==> src/rtl/ssp_rx_fifo.sv <==
// rtl/ssp_rx_fifo.sv - SSP receive FIFO; optional RXOVR overflow flag under SSP_RX_FIFO_OVERFLOW_EN
module ssp_rx_fifo #(
  parameter int DATA_WIDTH = 8,
  parameter int DEPTH      = 4,
  parameter int ADDR_WIDTH = 2
) (
  input  logic                  PCLK,
  input  logic                  CLEAR_B,
  input  logic                  PSEL,
  input  logic                  PWRITE,
  input  logic [DATA_WIDTH-1:0] RxData,
  input  logic                  write_fifo,
  output logic [DATA_WIDTH-1:0] PRDATA,
  output logic                  rx_fifo_full,
  output logic                  rx_fifo_empty,
`ifdef SSP_RX_FIFO_OVERFLOW_EN
  output logic                  RXOVR,
`endif
  output logic                  SSPRXINTR
);

  localparam logic [ADDR_WIDTH:0] FULL_CNT = DEPTH[ADDR_WIDTH:0];

  logic [DATA_WIDTH-1:0] mem [DEPTH];
  logic [ADDR_WIDTH-1:0] wp;
  logic [ADDR_WIDTH-1:0] rp;
  logic [ADDR_WIDTH:0]   cnt;
  logic                  wr_d;
  logic                  rd_d;
  logic                  full;
  logic                  empty;
  logic                  push_req;
  logic                  rd_req;
  logic                  pop_req;
  logic                  push;
  logic                  pop;

  // Flags come straight from the registered occupancy so they never glitch
  assign full  = (cnt == FULL_CNT);
  assign empty = (cnt == '0);

  // One request per rising edge of the strobe / read access, however long it is held
  assign push_req = write_fifo && !wr_d;
  assign rd_req   = PSEL && !PWRITE;
  assign pop_req  = rd_req && !rd_d;

  // A push into a full FIFO still fits when a pop frees a slot in the same cycle
  assign pop  = pop_req && !empty;
  assign push = push_req && (!full || pop);

  assign rx_fifo_full  = full;
  assign rx_fifo_empty = empty;
  assign SSPRXINTR     = full;

  // Edge-detect history, pointers, occupancy and read data register
  always_ff @(posedge PCLK or negedge CLEAR_B) begin
    if (!CLEAR_B) begin
      wr_d   <= 1'b0;
      rd_d   <= 1'b0;
      wp     <= '0;
      rp     <= '0;
      cnt    <= '0;
      PRDATA <= '0;
    end else begin
      wr_d <= write_fifo;
      rd_d <= rd_req;
      if (push) begin
        wp <= wp + 1'b1;
      end
      if (pop) begin
        PRDATA <= mem[rp];
        rp     <= rp + 1'b1;
      end
      if (push && !pop) begin
        cnt <= cnt + 1'b1;
      end else if (pop && !push) begin
        cnt <= cnt - 1'b1;
      end
    end
  end

  // Storage array; contents are don't-care after reset so it carries no reset
  always_ff @(posedge PCLK) begin
    if (push) begin
      mem[wp] <= RxData;
    end
  end

`ifdef SSP_RX_FIFO_OVERFLOW_EN
  // Sticky overflow: set when a frame is dropped, cleared by the next successful pop.
  // A drop implies no pop in that cycle, so set and clear never coincide.
  always_ff @(posedge PCLK or negedge CLEAR_B) begin
    if (!CLEAR_B) begin
      RXOVR <= 1'b0;
    end else if (pop) begin
      RXOVR <= 1'b0;
    end else if (push_req && !push) begin
      RXOVR <= 1'b1;
    end
  end
`endif

endmodule
==> config.mk <==
export PLATFORM = sky130hd
export DESIGN_NAME = ssp_rx_fifo
export DESIGN_NICKNAME = d
export VERILOG_FILES = /design/src/rtl/ssp_rx_fifo.sv
export SDC_FILE = /design/constraint.sdc
export NUM_CORES = 1
export LEC_CHECK = 0
export ABC_AREA = 1
export CAP_MARGIN = 15
export CORE_UTILIZATION = 45
export DETAILED_ROUTE_END_ITERATION = 10
export PLACE_DENSITY = 0.69
export SYNTH_ARGS = -nofsm -noshare
export SYNTH_HDL_FRONTEND = slang
export SYNTH_SLANG_ARGS = --single-unit
==> constraint.sdc <==
create_clock -name PCLK -period 1.9 [get_ports PCLK]
set_clock_uncertainty 0.15 [all_clocks]
set_input_delay 0.19 -clock PCLK [delete_from_list [all_inputs] [get_ports PCLK]]
set_output_delay 0.19 -clock PCLK [all_outputs]
set_load 0.05 [all_outputs]
# Yosys cells after proc, flatten, opt, wreduce, memory -nomap -nowiden
# Memory sizes are Yosys's and may differ from the RTL's. A register that Yosys moved wholly into a read port is not among the register bits.
# Index checks and enable logic that the tools add are counted.
[word_totals] ff_bits=9 ram_bits=32 inputBits=13 out_inout_bits=11 wordCells=33 mem_count=1
[classes] add_sub_neg=4 eq_ne=1 muxes=4 reduce_logical=18
[mem_list] memory="mem" depth=4 word_bits=8 rd=1 rd_clocked_by_memory_dff=1 write_ports=1 line="24" rtl="logic [DATA_WIDTH-1:0] mem [DEPTH];"
[ops] op="$logic_not 1->1" count=8
[ops] op="$logic_and 1x1->1" count=7
[ops] op="$mux 3" count=2
[ops] op="$add 2x1->2 const B" count=2
[ops] op="$add 3x1->3 const B" count=1
[ops] op="$eq 3x3->1 const B" count=1
[ops] op="$logic_not 3->1" count=1
[ops] op="$sub 3x1->3 const B" count=1
[ops] op="$mux 1" count=2
[ops] op="$reduce_bool 2->1" count=1
[ops] op="$logic_or 1x1->1" count=1

# Logic depth before layout (Yosys ltp)
# Gate-level depths: netlist (run 1).
[depth] depth_word=10 ltp_mapped=13

# Worst setup path after synthesis (run 1)
# Ideal clock, no wire load.
[synth_path] kind="register -> register" from="register cnt[0]" to="register cnt[1]" setup_ns=0.126 arrival_time_ns=2.093 path_slack_ns=-0.469 stages_incl_launch_ff=12 period_less_slack_ns=2.369 cell_sequence="dfrtp_1 inv_2 nand2_1 nor2_2 nand2_2 nand2_2 inv_1 ha_1 inv_1 fa_1 nand2_1 o21ai_0"
[synth_via] elab_cells_between_ends=16 cone_classes="add/sub: 2; eq/ne: 1; mux: 2; reduce/logical: 11"
[synth_lines] item="start: declaration" line="27" rtl="logic [ADDR_WIDTH:0] cnt;"
[synth_lines] item="start signal: assignment" line="75" rtl="cnt <= cnt + 1'b1;"
[synth_lines] item="start signal: assignment" line="77" rtl="cnt <= cnt - 1'b1;"
[synth_lines] item="$eq 3x3->1 (*)" line="39" rtl="assign full = (cnt == FULL_CNT);"
[synth_lines] item="net SSPRXINTR" line="19" rtl="output logic SSPRXINTR"
[synth_lines] item="$logic_not 1->1 (*)" line="49" rtl="assign push = push_req && (!full || pop);"
[synth_lines] item="$logic_or 1x1->1 (*)" line="49"
[synth_lines] item="$logic_and 1x1->1 (*)" line="49"
[synth_lines] item="net push" line="35" rtl="logic push;"
[synth_lines] item="$logic_not 1->1" line="76" rtl="end else if (pop && !push) begin"
[synth_lines] item="$logic_and 1x1->1" line="76"
[synth_lines] item="$reduce_bool 2->1 (no source line)"
# The timed path passes the listed nets; every way through them passes the cells marked *. The select of a mux whose other input is x is not followed.
# A chain may end at the register's enable or synchronous reset.

# Final worst setup path (run 1)
[layout_path] from="input PSEL" to="register cnt[2]"
[layout_via] elab_chain_len=8 elab_cells_between_ends=11 cone_classes="mux: 1; reduce/logical: 10"
[layout_lines] item="start: declaration" line="9" rtl="input logic PSEL,"
[layout_lines] item="$logic_and 1x1->1 (*)" line="44" rtl="assign rd_req = PSEL && !PWRITE;"
[layout_lines] item="net rd_req" line="33" rtl="logic rd_req;"
[layout_lines] item="$logic_and 1x1->1 (*)" line="45" rtl="assign pop_req = rd_req && !rd_d;"
[layout_lines] item="$logic_and 1x1->1 (*)" line="48" rtl="assign pop = pop_req && !empty;"
[layout_lines] item="$logic_or 1x1->1 (*)" line="49"
[layout_lines] item="$logic_and 1x1->1 (*)" line="49"
[layout_lines] item="net push" line="35"
[layout_lines] item="$logic_not 1->1" line="76"
[layout_lines] item="$logic_and 1x1->1" line="76"
[layout_lines] item="$reduce_bool 2->1 (no source line)"
# The timed path passes the listed nets; every way through them passes the cells marked *.

==> metrics, run 1 <==
grt peak-use layer met2; peak per-stage delay on the critical path 0.45 ns; DRC violations left 0; Wirelength per Cell 10.90 um; H-tree Lvls 2; Cell Rows 25; final-report setup violation count 0; TritonCTS clock tree done; share of layout cells above drive strength 1 18.28%; Crit Path Class in2reg; area leader, netlist edfxtp_1; clock-pin slew on the worst setup and hold paths 0.09 ns; initial core utilization 47.07%; Area contributors post-synth edfxtp_1, dfrtp_1, nand2_1; Final Hold Fails 0; first-pass GRT wire length 6009 um; Crit path required time 1.94 ns; commonest non-fill, non-tap cell in the layout nand2_1; Nets 286; grt met2 use 26.17%; grt ovf 0; sequential cell area fraction in the yosys report 62.35%; pwr/cell area 1410 mW/mm^2; clock sinks 49; maximum VDD drop 0.0004850 V; Mapped Area 0.002223 sq mm; worst min-delay path class in2async; maxcap violations 0; Setup crit start kind primary input; post-synth net total 244; RSZ-0062 raised after global routing false; I/O pins 24; core area 0.004723 sq mm; synthesis-to-finish area growth 24.03%; cts-stage hold buffer count 0; Overall Global Routing Usage 15.94%; DR vias 1,460; cells after synthesis 225; full die area 0.005226 sq mm; placed cell area 0.002630 sq mm; total wire length 3650 um; Critical Path Most Common Cell nand2_4; vias in the first global route 1,311; headroom to the max-slew limit 58.28%; grt met3 use 3.750%; met1 Use GR 20.11%; Antenna Nets Post-Route 0; Design Area, Final 0.002758 sq mm; period utilization 95.75%; post-synth top area share 43.22%; YS warnings 0; minimum clock period after layout 1.819 ns; most frequent cells in the layout nand2_1, inv_1, edfxtp_1, clkdlybuf4s50_1, buf_4; FMAX 0.5497 GHz; number of I/O port buffers 23; Final Max Tran Viols 0; Worst setup EP type flip-flop; placer congestion estimate 0.7235; Die X 72.29 um; Leakage Power 1.293 nW; clk buf depth 2; Initial DRT Pass Iterations 4; outcome complete, no violations; setup TNS 0 ns; n_diodes 0; worst-skew pair later-pin latency 0.29 ns; total CTS buffers 5; Post-DP HPWL 2584 um; Die H 72.29 um; Worst path slowest cell clkdlybuf4s50_1; largest net degree at the start of global routing 19; dpl cells 324; overall power 3.887 mW; fin cells 335; root buf cell clkbuf_8; Worst EP arrival 1.86 ns; CP Cell Sequence clkdlybuf4s50_1 > inv_1 > nor2_4 > nand2_2 > nand2_4 > nand2_4 > inv_2 > ha_4 > inv_4 > fa_2 > nand2_1 > nand3_1 > xor2_1; crit path max fanout 2; fill cell count 395; Iter 0 DRT Violations 66; Tightest Pin Transition 0.6258 ns; synth unique cells 22; initial antenna violation count 0; syn avg cell area 9.882 sq um; fin util 58.38%; via/cell ratio 4.358; Synth Register Bits 49
[worst paths after layout]
check	slack, ns	depth (start not counted)	endpoint	startpoint
hold reg to reg	0.34	2	PRDATA[0]	PRDATA[0]
setup / recovery	0.08	13	cnt[2]	PSEL
setup reg to reg	0.08	9	cnt[2]	cnt[1]
hold / removal	0.06	2	cnt[1]	CLEAR_B
min in group PCLK	0.20	1	wr_d	write_fifo
max in group asynchronous	1.34	2	wp[1]	CLEAR_B
[final cells by class]
cell class / instances / area (sq um) / area share, %
Timing Repair Buffer: 42 / 402.9 / 14.61
Clock inverter: 3 / 21.27 / 0.7713
Multi-Input combinational cell: 126 / 629.4 / 22.82
Clock buffer: 5 / 68.82 / 2.495
Inverter: 43 / 165.2 / 5.989
Tap cell: 67 / 83.83 / 3.040
Sequential cell: 49 / 1386 / 50.27
[registers in the layout, indices dropped and copies added, names as in the netlist]
register  count
rp            2
wp            2
wr_d          1
PRDATA        8
rd_d          1
cnt           3
mem          32
[where the power goes]
part / switching (mW) / internal [mW]
Sequential: 0.180 / 1.37
Combinational: 1.04 / 0.692
Clock: 0.344 / 0.262
Total: 1.57 / 2.32
[per-stage QoR]
step	hold slack, ns	worst slack (ns)
2_1_floorplan	-0.2556	-0.2071
3_3_place_gp	0.3120	-0.2629
3_5_place_dp	0.3167	-0.3426
4_1_cts	0.05409	0.02948
5_1_grt	0.06445	0.002871
6_report	0.06071	0.08082
[Yosys cell counts, drive strengths merged]
master and instances:
nand2 79, inv 42, edfxtp 32, nor2 23
dfrtp 17, nand3 13, buf 6, ha 5
o21ai 2, xnor2 2, clkbuf 1, clkinv 1
fa 1, xor2 1
[kinds of logic (layout without fill, tap and decap cells)]
family | after synthesis | after routing | share of synthesized area (%)
flops | 49 | 49 | 62.35
compound gates | 2 | 2 | 0.4498
simple gates | 115 | 115 | 21.27
buf+inv | 50 | 93 | 11.03
fa+ha+maj | 6 | 6 | 3.714
xor+xnor | 3 | 3 | 1.182
[timing repair]
item	CTS	global route
endpoints found under the setup margin	1	2
gates resized for setup	2	4
hold endpoints to repair	0	0
buffers inserted	1	2
pin swaps	0	4
[critical path, delay by kind of cell]
family	cells	cell delay, ns
xor+xnor	1	0.14
fa+ha+maj	2	0.46
buf+inv	4	0.60
simple gates	6	0.46
[metal layers]
layer | routed length, um | up-vias | share of wire [%]
li1 | - | 762 | -
met1 | 1584 | 651 | 43
met2 | 1798 | 42 | 49
met3 | 228 | 5 | 6.2
met4 | 39 | 0 | 1.1
met5 | 0 | - | 0
No activity file was read; power rests on OpenSTA's default activity.
==> inputs of run 2 (changes only) <==
CORE_ASPECT_RATIO = 0.9   (was not set)
==> metrics, run 2 (same netlist as run 1, synthesis figures left out) <==
P_sw 1.555 mW; period utilization 97.07%; Int Power 2.330 mW; Worst path slowest cell clkdlybuf4s50_1; Final Max Tran Viols 0; crit path max fanout 2; maximum VDD drop 0.0006725 V; Storage cell area 0.001386 sq mm; Regs by FF count mem: 32 flops, PRDATA: 8 flops, cnt: 3 flops; fin cells 330; clock share of power 15.7%; Post-DP HPWL 2443 um; largest net degree at the start of global routing 19; register share of total power 39.1%; TritonCTS clock tree done; Final Hold Fails 0; Wirelength per Cell 11.00 um; CP top delay family buffers and inverters; Gate power share 45.3%; via/cell ratio 4.297; Worst EP arrival 1.50 ns; first-pass GRT wire length 5913 um; fin util 59.65%; FMAX 0.5422 GHz; dpl cells 318; DR vias 1,418; total wire length 3630 um; H-tree Lvls 2; Crit Path Class reg2out; core area 0.004604 sq mm; initial antenna violation count 0; Initial DRT Pass Iterations 4; clock sinks 49; peak per-stage delay on the critical path 0.81 ns; number of I/O port buffers 23; synthesis-to-finish area growth 23.52%; Nets 286; Overall Global Routing Usage 15.88%; DRC violations left 0; CP Cell Sequence clkdlybuf4s50_1; minimum clock period after layout 1.844 ns; Leakage Power 1.289 nW; multi-input logic area 624.3 sq um; headroom to the max-slew limit 61.01%; Tightest Pin Transition 0.5849 ns; maxcap violations 0; total CTS buffers 5; vias in the first global route 1,295; cts-stage hold buffer count 0; Cell Rows 23; clk buf depth 2; worst min-delay path class in2async; RSZ-0062 raised after global routing true; clock-pin slew on the worst setup and hold paths 0.09 ns; root buf cell clkbuf_8; most frequent cells in the layout nand2_1, inv_1, edfxtp_1, clkdlybuf4s50_1; Antenna Nets Post-Route 0; grt ovf 0; commonest non-fill, non-tap cell in the layout nand2_1; Iter 0 DRT Violations 34; placer congestion estimate 0.7619; overall power 3.884 mW; max reg flops 32; n_diodes 0; Setup crit start kind flip-flop; largest register by flop count mem; I/O pins 24; full die area 0.005227 sq mm; share of layout cells above drive strength 1 18.28%; initial core utilization 48.29%; outcome complete, no violations; Crit path required time 1.56 ns; Die H 68.69 um; pwr/cell area 1414 mW/mm^2; worst-skew pair later-pin latency 0.31 ns; Worst setup EP type output port; fill cell count 407; Sw Ratio 40.02%; final-report setup violation count 0; Die X 76.10 um; crit path buf inv count 1
-- run 2: path summary, 6_finish.rpt --
path,startpoint,to,slack [ns],cells past startpoint
setup / recovery,PRDATA[7],PRDATA[7],0.06,1
hold / removal,CLEAR_B,cnt[2],0.05,2
setup reg to reg,cnt[0],cnt[1],0.06,11
hold reg to reg,PRDATA[5],PRDATA[5],0.33,2
max in group asynchronous,CLEAR_B,PRDATA[4],1.35,2
min in group PCLK,write_fifo,wr_d,0.20,1
-- run 2: through the flow --
step           setup TNS (ns)  hold WS (ns)  instance area [sq um]  setup slack [ns]
2_1_floorplan         -0.3671       -0.2556                   2248           -0.2071
3_3_place_gp          -0.3707        0.3112                   2616           -0.2484
3_5_place_dp          -0.4882        0.3164                   2616           -0.3138
4_1_cts                     0       0.04774                   2719          0.005354
5_1_grt              -0.04704       0.05206                   2746          -0.03030
6_report                    0       0.04648                   2746           0.05566
-- run 2: what timing repair did --
item | in CTS | in global routing
setup endpoints to repair | 1 | 2
resized for setup | 1 | 3
buffers inserted | 1 | 3
pin swaps | 1 | 2
-- run 2: final cells by class --
type,count,share of cell area (%)
multi-input combinational,126,22.73
clock inverter,3,0.7745
inverter,43,6.014
sequential,49,50.48
tap,62,2.825
timing repair buffer,42,14.67
clock buffer,5,2.506
-- run 2: worst register-to-register path, cell delays in order (launching register included) --
cell     delay, ns
dfrtp_1       0.40
inv_2         0.08
nand2_2       0.06
nor2_4        0.10
nand2_2       0.08
nand2_4       0.06
inv_2         0.04
ha_4          0.15
inv_4         0.05
fa_2          0.43
nand2_1       0.06
o21ai_1       0.05
-- run 2: routing by layer --
metal  part of all wire (%)  global-route usage (%)
met5                      0                       0
met4                    1.5                   7.933
met3                    3.0                   5.132
met2                     50                   28.98
met1                     46                   17.20
-- run 2: power groups by stage --
stage | Sequential (mW) | Clock [mW] | Combinational, mW
finish | 1.52 | 0.608 | 1.76
global route | 1.55 | 0.682 | 1.93
CTS | 1.52 | 0.630 | 1.74
detailed placement | 1.55 | 0 | 1.71
global placement | 1.54 | 0 | 1.67
floorplan | 1.77 | 0 | 1.00
